[src/rtl/insn_prefetch_queue.sv]
// Instruction prefetch queue: issues one imem read per cycle from fetch_pc, buffers
// returned {insn, pc} pairs and hands them to decode over a valid/ready handshake.
module insn_prefetch_queue #(
    parameter int          DEPTH    = 4,
    parameter logic [31:0] RESET_PC = 32'd0
) (
    input  logic        clock,
    input  logic        reset,
    output logic [31:0] address_imem,
    input  logic [31:0] q_imem,
    input  logic        redirect,
    input  logic [31:0] redirect_pc,
    output logic        out_valid,
    output logic [31:0] out_insn,
    output logic [31:0] out_pc,
    input  logic        out_ready
);

    localparam int PW = (DEPTH > 1) ? $clog2(DEPTH) : 1;
    localparam int CW = $clog2(DEPTH + 1);
    localparam logic [CW:0] DEPTH_W = (CW + 1)'(DEPTH);

    // Handshake: decode takes the head on a cycle where out_valid && out_ready;
    // out_valid never depends on out_ready, and the head is held until taken.

    logic [31:0]   fetch_pc;
    logic          inflight;
    logic [31:0]   inflight_pc;
    logic [31:0]   mem_insn [DEPTH];
    logic [31:0]   mem_pc   [DEPTH];
    logic [PW-1:0] rd_ptr;
    logic [PW-1:0] wr_ptr;
    logic [CW-1:0] count;

    logic [CW:0]   occupancy;
    logic          issue;
    logic          push;
    logic          pop;

    // Credit counts the read still in flight, so the FIFO can never overflow.
    // Pops in the same cycle deliberately do not free credit.
    assign occupancy = {1'b0, count} + {{CW{1'b0}}, inflight};
    assign issue     = (occupancy < DEPTH_W) && !redirect;
    assign push      = inflight && !redirect;
    assign pop       = out_valid && out_ready;

    assign address_imem = fetch_pc;
    assign out_valid    = (count != '0) && !redirect;
    assign out_insn     = mem_insn[rd_ptr];
    assign out_pc       = mem_pc[rd_ptr];

    always_ff @(posedge clock or negedge reset) begin
        if (!reset) begin
            fetch_pc    <= RESET_PC;
            inflight    <= 1'b0;
            inflight_pc <= '0;
        end else if (redirect) begin
            fetch_pc    <= redirect_pc;
            inflight    <= 1'b0;
        end else if (issue) begin
            fetch_pc    <= fetch_pc + 32'd1;
            inflight    <= 1'b1;
            inflight_pc <= fetch_pc;
        end else begin
            inflight    <= 1'b0;
        end
    end

    always_ff @(posedge clock or negedge reset) begin
        if (!reset) begin
            rd_ptr <= '0;
            wr_ptr <= '0;
            count  <= '0;
        end else if (redirect) begin
            rd_ptr <= '0;
            wr_ptr <= '0;
            count  <= '0;
        end else begin
            if (push) begin
                wr_ptr <= wr_ptr + PW'(1);
            end
            if (pop) begin
                rd_ptr <= rd_ptr + PW'(1);
            end
            case ({push, pop})
                2'b10:   count <= count + CW'(1);
                2'b01:   count <= count - CW'(1);
                default: count <= count;
            endcase
        end
    end

    // Storage is cleared on reset so the head reads as zero until first written.
    always_ff @(posedge clock or negedge reset) begin
        if (!reset) begin
            for (int i = 0; i < DEPTH; i++) begin
                mem_insn[i] <= '0;
                mem_pc[i]   <= '0;
            end
        end else if (push) begin
            mem_insn[wr_ptr] <= q_imem;
            mem_pc[wr_ptr]   <= inflight_pc;
        end
    end

    assert property (@(posedge clock) disable iff (!reset) occupancy <= DEPTH_W);

endmodule
[config.mk]
export PLATFORM = sky130hd
export DESIGN_NAME = insn_prefetch_queue
export DESIGN_NICKNAME = d
export VERILOG_FILES = /design/src/rtl/insn_prefetch_queue.sv
export SDC_FILE = /design/constraint.sdc
export NUM_CORES = 1
export LEC_CHECK = 0
export CAP_MARGIN = 20
export CORE_ASPECT_RATIO = 1.25
export CORE_MARGIN = 1
export CORE_UTILIZATION = 61
export DETAILED_ROUTE_END_ITERATION = 6
export GPL_ROUTABILITY_DRIVEN = 0
export MAX_ROUTING_LAYER = met4
export PLACE_DENSITY = 0.83
export SKIP_LAST_GASP = 1
export SLEW_MARGIN = 20
export SYNTH_ARGS = -nofsm -noshare
export SYNTH_HDL_FRONTEND = slang
export SYNTH_SLANG_ARGS = --single-unit
[constraint.sdc]
create_clock -name clock -period 4.8 [get_ports clock]
set_input_delay 0.96 -clock clock [delete_from_list [all_inputs] [get_ports clock]]
set_output_delay 0.96 -clock clock [all_outputs]
set_load 0.02 [all_outputs]
======== Word level (Yosys, flattened, before mapping) ========
Index checks and enable logic that the tools add are counted.
word-level totals
  bits in registers ....................... 328
  output and inout port bits .............. 97
  logic and storage cells ................. 61
  bits of input ports ..................... 68
cells by class
  multiplexer cells ....................... 20
  eq/ne operators ......................... 2
  magnitude comparators ................... 4
  add/subtract/negate cells ............... 6
  bitwise logic cells ..................... 3
  reduce and logical (&&, ||, !) cells .... 12
operators with widths
  kind                     number
  $bwmux W128              2
  $mux W32                 7
  $bmux W32 S2             2
  $demux W32 S2            1
  $add A32 B1 Y32 const B  1
  $mux W2                  4
  $ge A3 B3 Y1 const B     2
  $not A2 Y3               2
  $pmux W3 S2              1
  $reduce_bool A2 Y1       3
  $reduce_bool A3 Y1       2
  $logic_and A1 B1 Y1      5
  $add A2 B1 Y2 const B    2
  $add A3 B1 Y4            1
  $lt A4 B3 Y1 const B     1
  $add A3 B1 Y3 const B    1
  $lt A3 B1 Y1 const B     1
  $mux W3                  1
  $sub A3 B1 Y3 const B    1
  $eq A2 B1 Y1 const B     1
  $eq A2 B2 Y1 const B     1
  $mux W1                  2
  $reduce_and A2 Y1        1
  $logic_not A1 Y1         1
  $not A1 Y1               1

======== Depth between registers and ports, before layout ========
  word-level depth ........................ 6
  mapped depth ............................ 7
  mapped depth without buffers ............ 6

======== Least setup slack after synthesis ========
OpenSTA, ideal clock, no wires.
  path type ............................... in2out
  start ................................... input redirect
  end ..................................... output out_valid
  data required time ...................... 3.840 ns
  buffers on the path ..................... 3
  arrival time ............................ 1.991 ns
  cell stages on the path ................. 4
  slack ................................... 1.849 ns
  path through ............................ clkbuf_1 -> buf_1 -> clkbuf_1 -> nor2_1
between the ends
  cells in the longest elaborated chain, start to end .. 2
RTL lines
  what                 RTL line  source
  start, declared      11        input logic redirect,
  $logic_not A1 Y1     48        assign out_valid = (count != '0) && !redirect;
  $logic_and A1 B1 Y1  48
  end, declared        13        output logic out_valid,
No other way between the ends.

======== Final worst setup path ========
  start ................................... register rd_ptr[1]
  end ..................................... output out_pc[0]
between the ends
  cells in the longest elaborated chain, start to end .. 4
RTL lines
  what                                         RTL line  source
  start, declared                              31        logic [PW-1:0] rd_ptr;
  start signal, assigned                       83        rd_ptr <= rd_ptr + PW'(1);
  $not A2 Y3 (not written as such)             50        assign out_pc = mem_pc[rd_ptr];
  $bmux W32 S2                                 50
  $mux W32 (not written as such) (2 in a row)  50
  end, declared                                15        output logic [31:0] out_pc,
No other way between the ends. The select of a mux whose other input is x is not followed.

==> flow_summary.json <==
{
  "p_sw_frac": 0.2903,
  "power_leakage_nw": 7.455,
  "cts_max_level": 2,
  "max_stage_delay_ns": 1.16,
  "cts_tree": "done",
  "final_cell_mix": "326 x dfrtp_1, 289 x mux2_2, 162 x clkdlybuf4s50_1",
  "ant_nets": 0,
  "grt_pass1_vias": 9478,
  "dieWidth_um": 140.1,
  "final_common_cell": "dfrtp_1",
  "synthCells": 962,
  "setup_slack_ns": 1.097,
  "crit_arrival_ns": 2.74,
  "numCtsBuffers": 34,
  "clkLatencyLatePin_ns": 0.50,
  "clk_pin_slew_ns": 0.06,
  "drt-initial-drc-count": 418,
  "viasPerCell": 6.250,
  "seq_area_frac_synth": 0.5648,
  "synth_area_leader_cell": "dfrtp_1",
  "worstMarginPinSlew_ns": 1.109,
  "drcViolationCount": 0,
  "design.core.area_um2": 23190,
  "setup_tns_ns": 0,
  "slew_headroom": 0.2608,
  "utilization": 0.7596,
  "yosys-top-cells-area": "dfrtp_1 56%, mux2_2 22%, mux4_2 9.9%",
  "fill_cells": 1432,
  "irDropWorstVdd_mv": 0.3960,
  "power.density_nw_per_um2": 597.2,
  "syn_area_um2": 14530,
  "crit_slowest_cell": "dfrtp_4",
  "finalHoldViolCount": 0,
  "wl_per_cell_um": 21.74,
  "worstPathCellList": "mux4_2 > clkdlybuf4s50_1",
  "num_rows": 62,
  "ys_ff_latch": 328,
  "ios": 165,
  "area.growth.synth_to_final_pct": 21.24,
  "netSwitchingPower_mw": 3.055,
  "hold_buffers": 0,
  "routed_wl_mm": 31.00,
  "crit_buf_inv": 1,
  "nets": 1188,
  "post_cts_buffers": 0,
  "critPathCaptureType": "primary output",
  "rsz0062_at_grt": "false",
  "fin_worst_skew_ns": 0.009674,
  "port_buffers": 164,
  "start_kind": "flop",
  "grt_pass1_wl_mm": 50.73,
  "vias": 8912,
  "fp.dieArea_um2": 24450,
  "period_needed_ns": 3.703,
  "synth_warnings": 0,
  "synth_top_area_frac": 0.5648,
  "p_seq_frac": 0.428,
  "antenna_found_initial": 0,
  "min_period_over_period": 0.7715,
  "cts.sinks": 328,
  "synth_edf_count": 0,
  "synth_nets": 1036,
  "max_freq_ghz": 0.2700,
  "fp.dieH_um": 174.6,
  "synthArstFlopShare": 1.000,
  "hold_class": "in -> async",
  "rr_worst_depth": 5,
  "crit_family": "flip-flops",
  "cts_resized": 0,
  "drv_slew": 0,
  "clk_path_buf_depth": 3,
  "combPwrFrac": 0.329,
  "cap_violations": 0,
  "grt_usage": 0.2757,
  "clockPowerShare": 0.244,
  "drtPass1Iterations": 6,
  "syn-mean-instance-area_um2": 15.11,
  "synth.distinct_cells": 44,
  "grt_max_degree": 110,
  "cp.depth": 2,
  "place_ws_ns": 1.593,
  "setup_viol": 0,
  "status": "complete, no violations",
  "ys_dominant_reg_cell": "dfrtp_1",
  "path_max_fanout": 65,
  "worstPathRequired_ns": 3.84,
  "criticalPathCategory": "reg -> out",
  "start_util": 0.6265,
  "overflow": 0,
  "drive_above_1_share": 0.3735,
  "internal_power_mw": 7.467,
  "hpwl_mm": 18.96,
  "diodes": 0,
  "cts-root-buf": "clkbuf_16"
}
==> power by group through the flow <==
stage / sequential (mW) / clock (mW) / combinational [mW]
2_1_floorplan: 4.29 / 0 / 2.33
3_3_place_gp: 4.46 / 0 / 3.39
3_5_place_dp: 4.53 / 0 / 3.48
4_1_cts: 4.50 / 2.62 / 3.50
5_1_grt: 4.64 / 2.73 / 3.67
6_report: 4.50 / 2.56 / 3.46
==> registers in the layout, summed over array words and instances (netlist names) <==
register / count
mem_pc: 128
count: 3
inflight: 1
rd_ptr: 2
address_imem: 32
wr_ptr: 2
inflight_pc: 32
mem_insn: 128
==> synth_stat cells, types with 4 or more instances <==
| cell | n |
|---|---|
| inv_1 | 9 |
| dfrtp_1 | 328 |
| nor4_1 | 6 |
| xnor2_1 | 11 |
| mux2_2 | 289 |
| nand4_1 | 13 |
| nand2_1 | 31 |
| mux4_2 | 64 |
| nand3_1 | 16 |
| buf_1 | 7 |
| a31oi_1 | 15 |
| nor2_1 | 21 |
| ha_1 | 5 |
| clkbuf_1 | 48 |
| buf_2 | 4 |
| or4_1 | 19 |
| o21ai_0 | 16 |
| o31ai_1 | 12 |
| mux2i_1 | 6 |
| nor3_1 | 5 |
==> per-stage QoR <==
step                hold slack [ns]  power [mW]  std cells  area [um^2]
floorplan                    0.4739       6.624        962        14530
global placement             0.4814       7.854       1366        16510
detailed placement           0.4876       8.007       1366        16510
CTS                          0.5005       10.62       1426        17620
global route                 0.5060       11.04       1426        17620
finish                       0.4763       10.52       1426        17620
==> area by class of cell <==
class | count | area [um^2] | area share
Clock buffer | 56 | 1057 | 0.06001
Tap cell | 288 | 360.3 | 0.02045
Clock inverter | 4 | 48.80 | 0.002770
Inverter | 10 | 37.54 | 0.002131
Multi-Input combinational cell | 563 | 6085 | 0.3454
Timing Repair Buffer | 177 | 1814 | 0.1030
Sequential cell | 328 | 8215 | 0.4663
==> routing by layer <==
metal,part of all wire,global-route usage,routed length [um],vias up
met3,0.051,0.05262,1587,55
met2,0.51,0.4460,15750,246
met4,0.022,0.08608,694,0
li1,-,-,-,3920
met5,0,-,0,-
met1,0.42,0.3548,12960,4691
==> logic make-up (layout without fill, tap and decap cells) <==
| logic type | count (synthesis) | count (layout) | share of synthesized area |
|---|---|---|---|
| AOI/OAI and AO/OA | 54 | 54 | 0.02531 |
| adders and majority gates | 6 | 6 | 0.005683 |
| and+or+nand+nor | 130 | 130 | 0.04917 |
| DFF | 328 | 328 | 0.5648 |
| xor gates and xnor gates | 14 | 14 | 0.008438 |
| buffers and inverters | 71 | 247 | 0.01929 |
| muxes | 359 | 359 | 0.3273 |
==> path summary, 6_finish.rpt <==
kind | from | endpoint | slack, ns
worst min register to register | mem_insn[2] | mem_insn[2] | 0.50
max in group asynchronous | reset | inflight_pc[15] | 3.12
worst min-delay path | reset | mem_insn[74] | 0.48
min in group clock | mem_insn[2] | mem_insn[2] | 0.50
worst max register to register | inflight | mem_insn[58] | 2.05
worst max-delay path | rd_ptr[1] | out_pc[0] | 1.10
==> worst reg2reg max path: stages (launching register included) <==
cell	delay, ns
dfrtp_1	0.57
inv_1	0.17
nor2_1	0.63
nand2_4	0.54
buf_4	0.41
mux2_2	0.30
No activity file was read; power rests on OpenSTA's default activity.
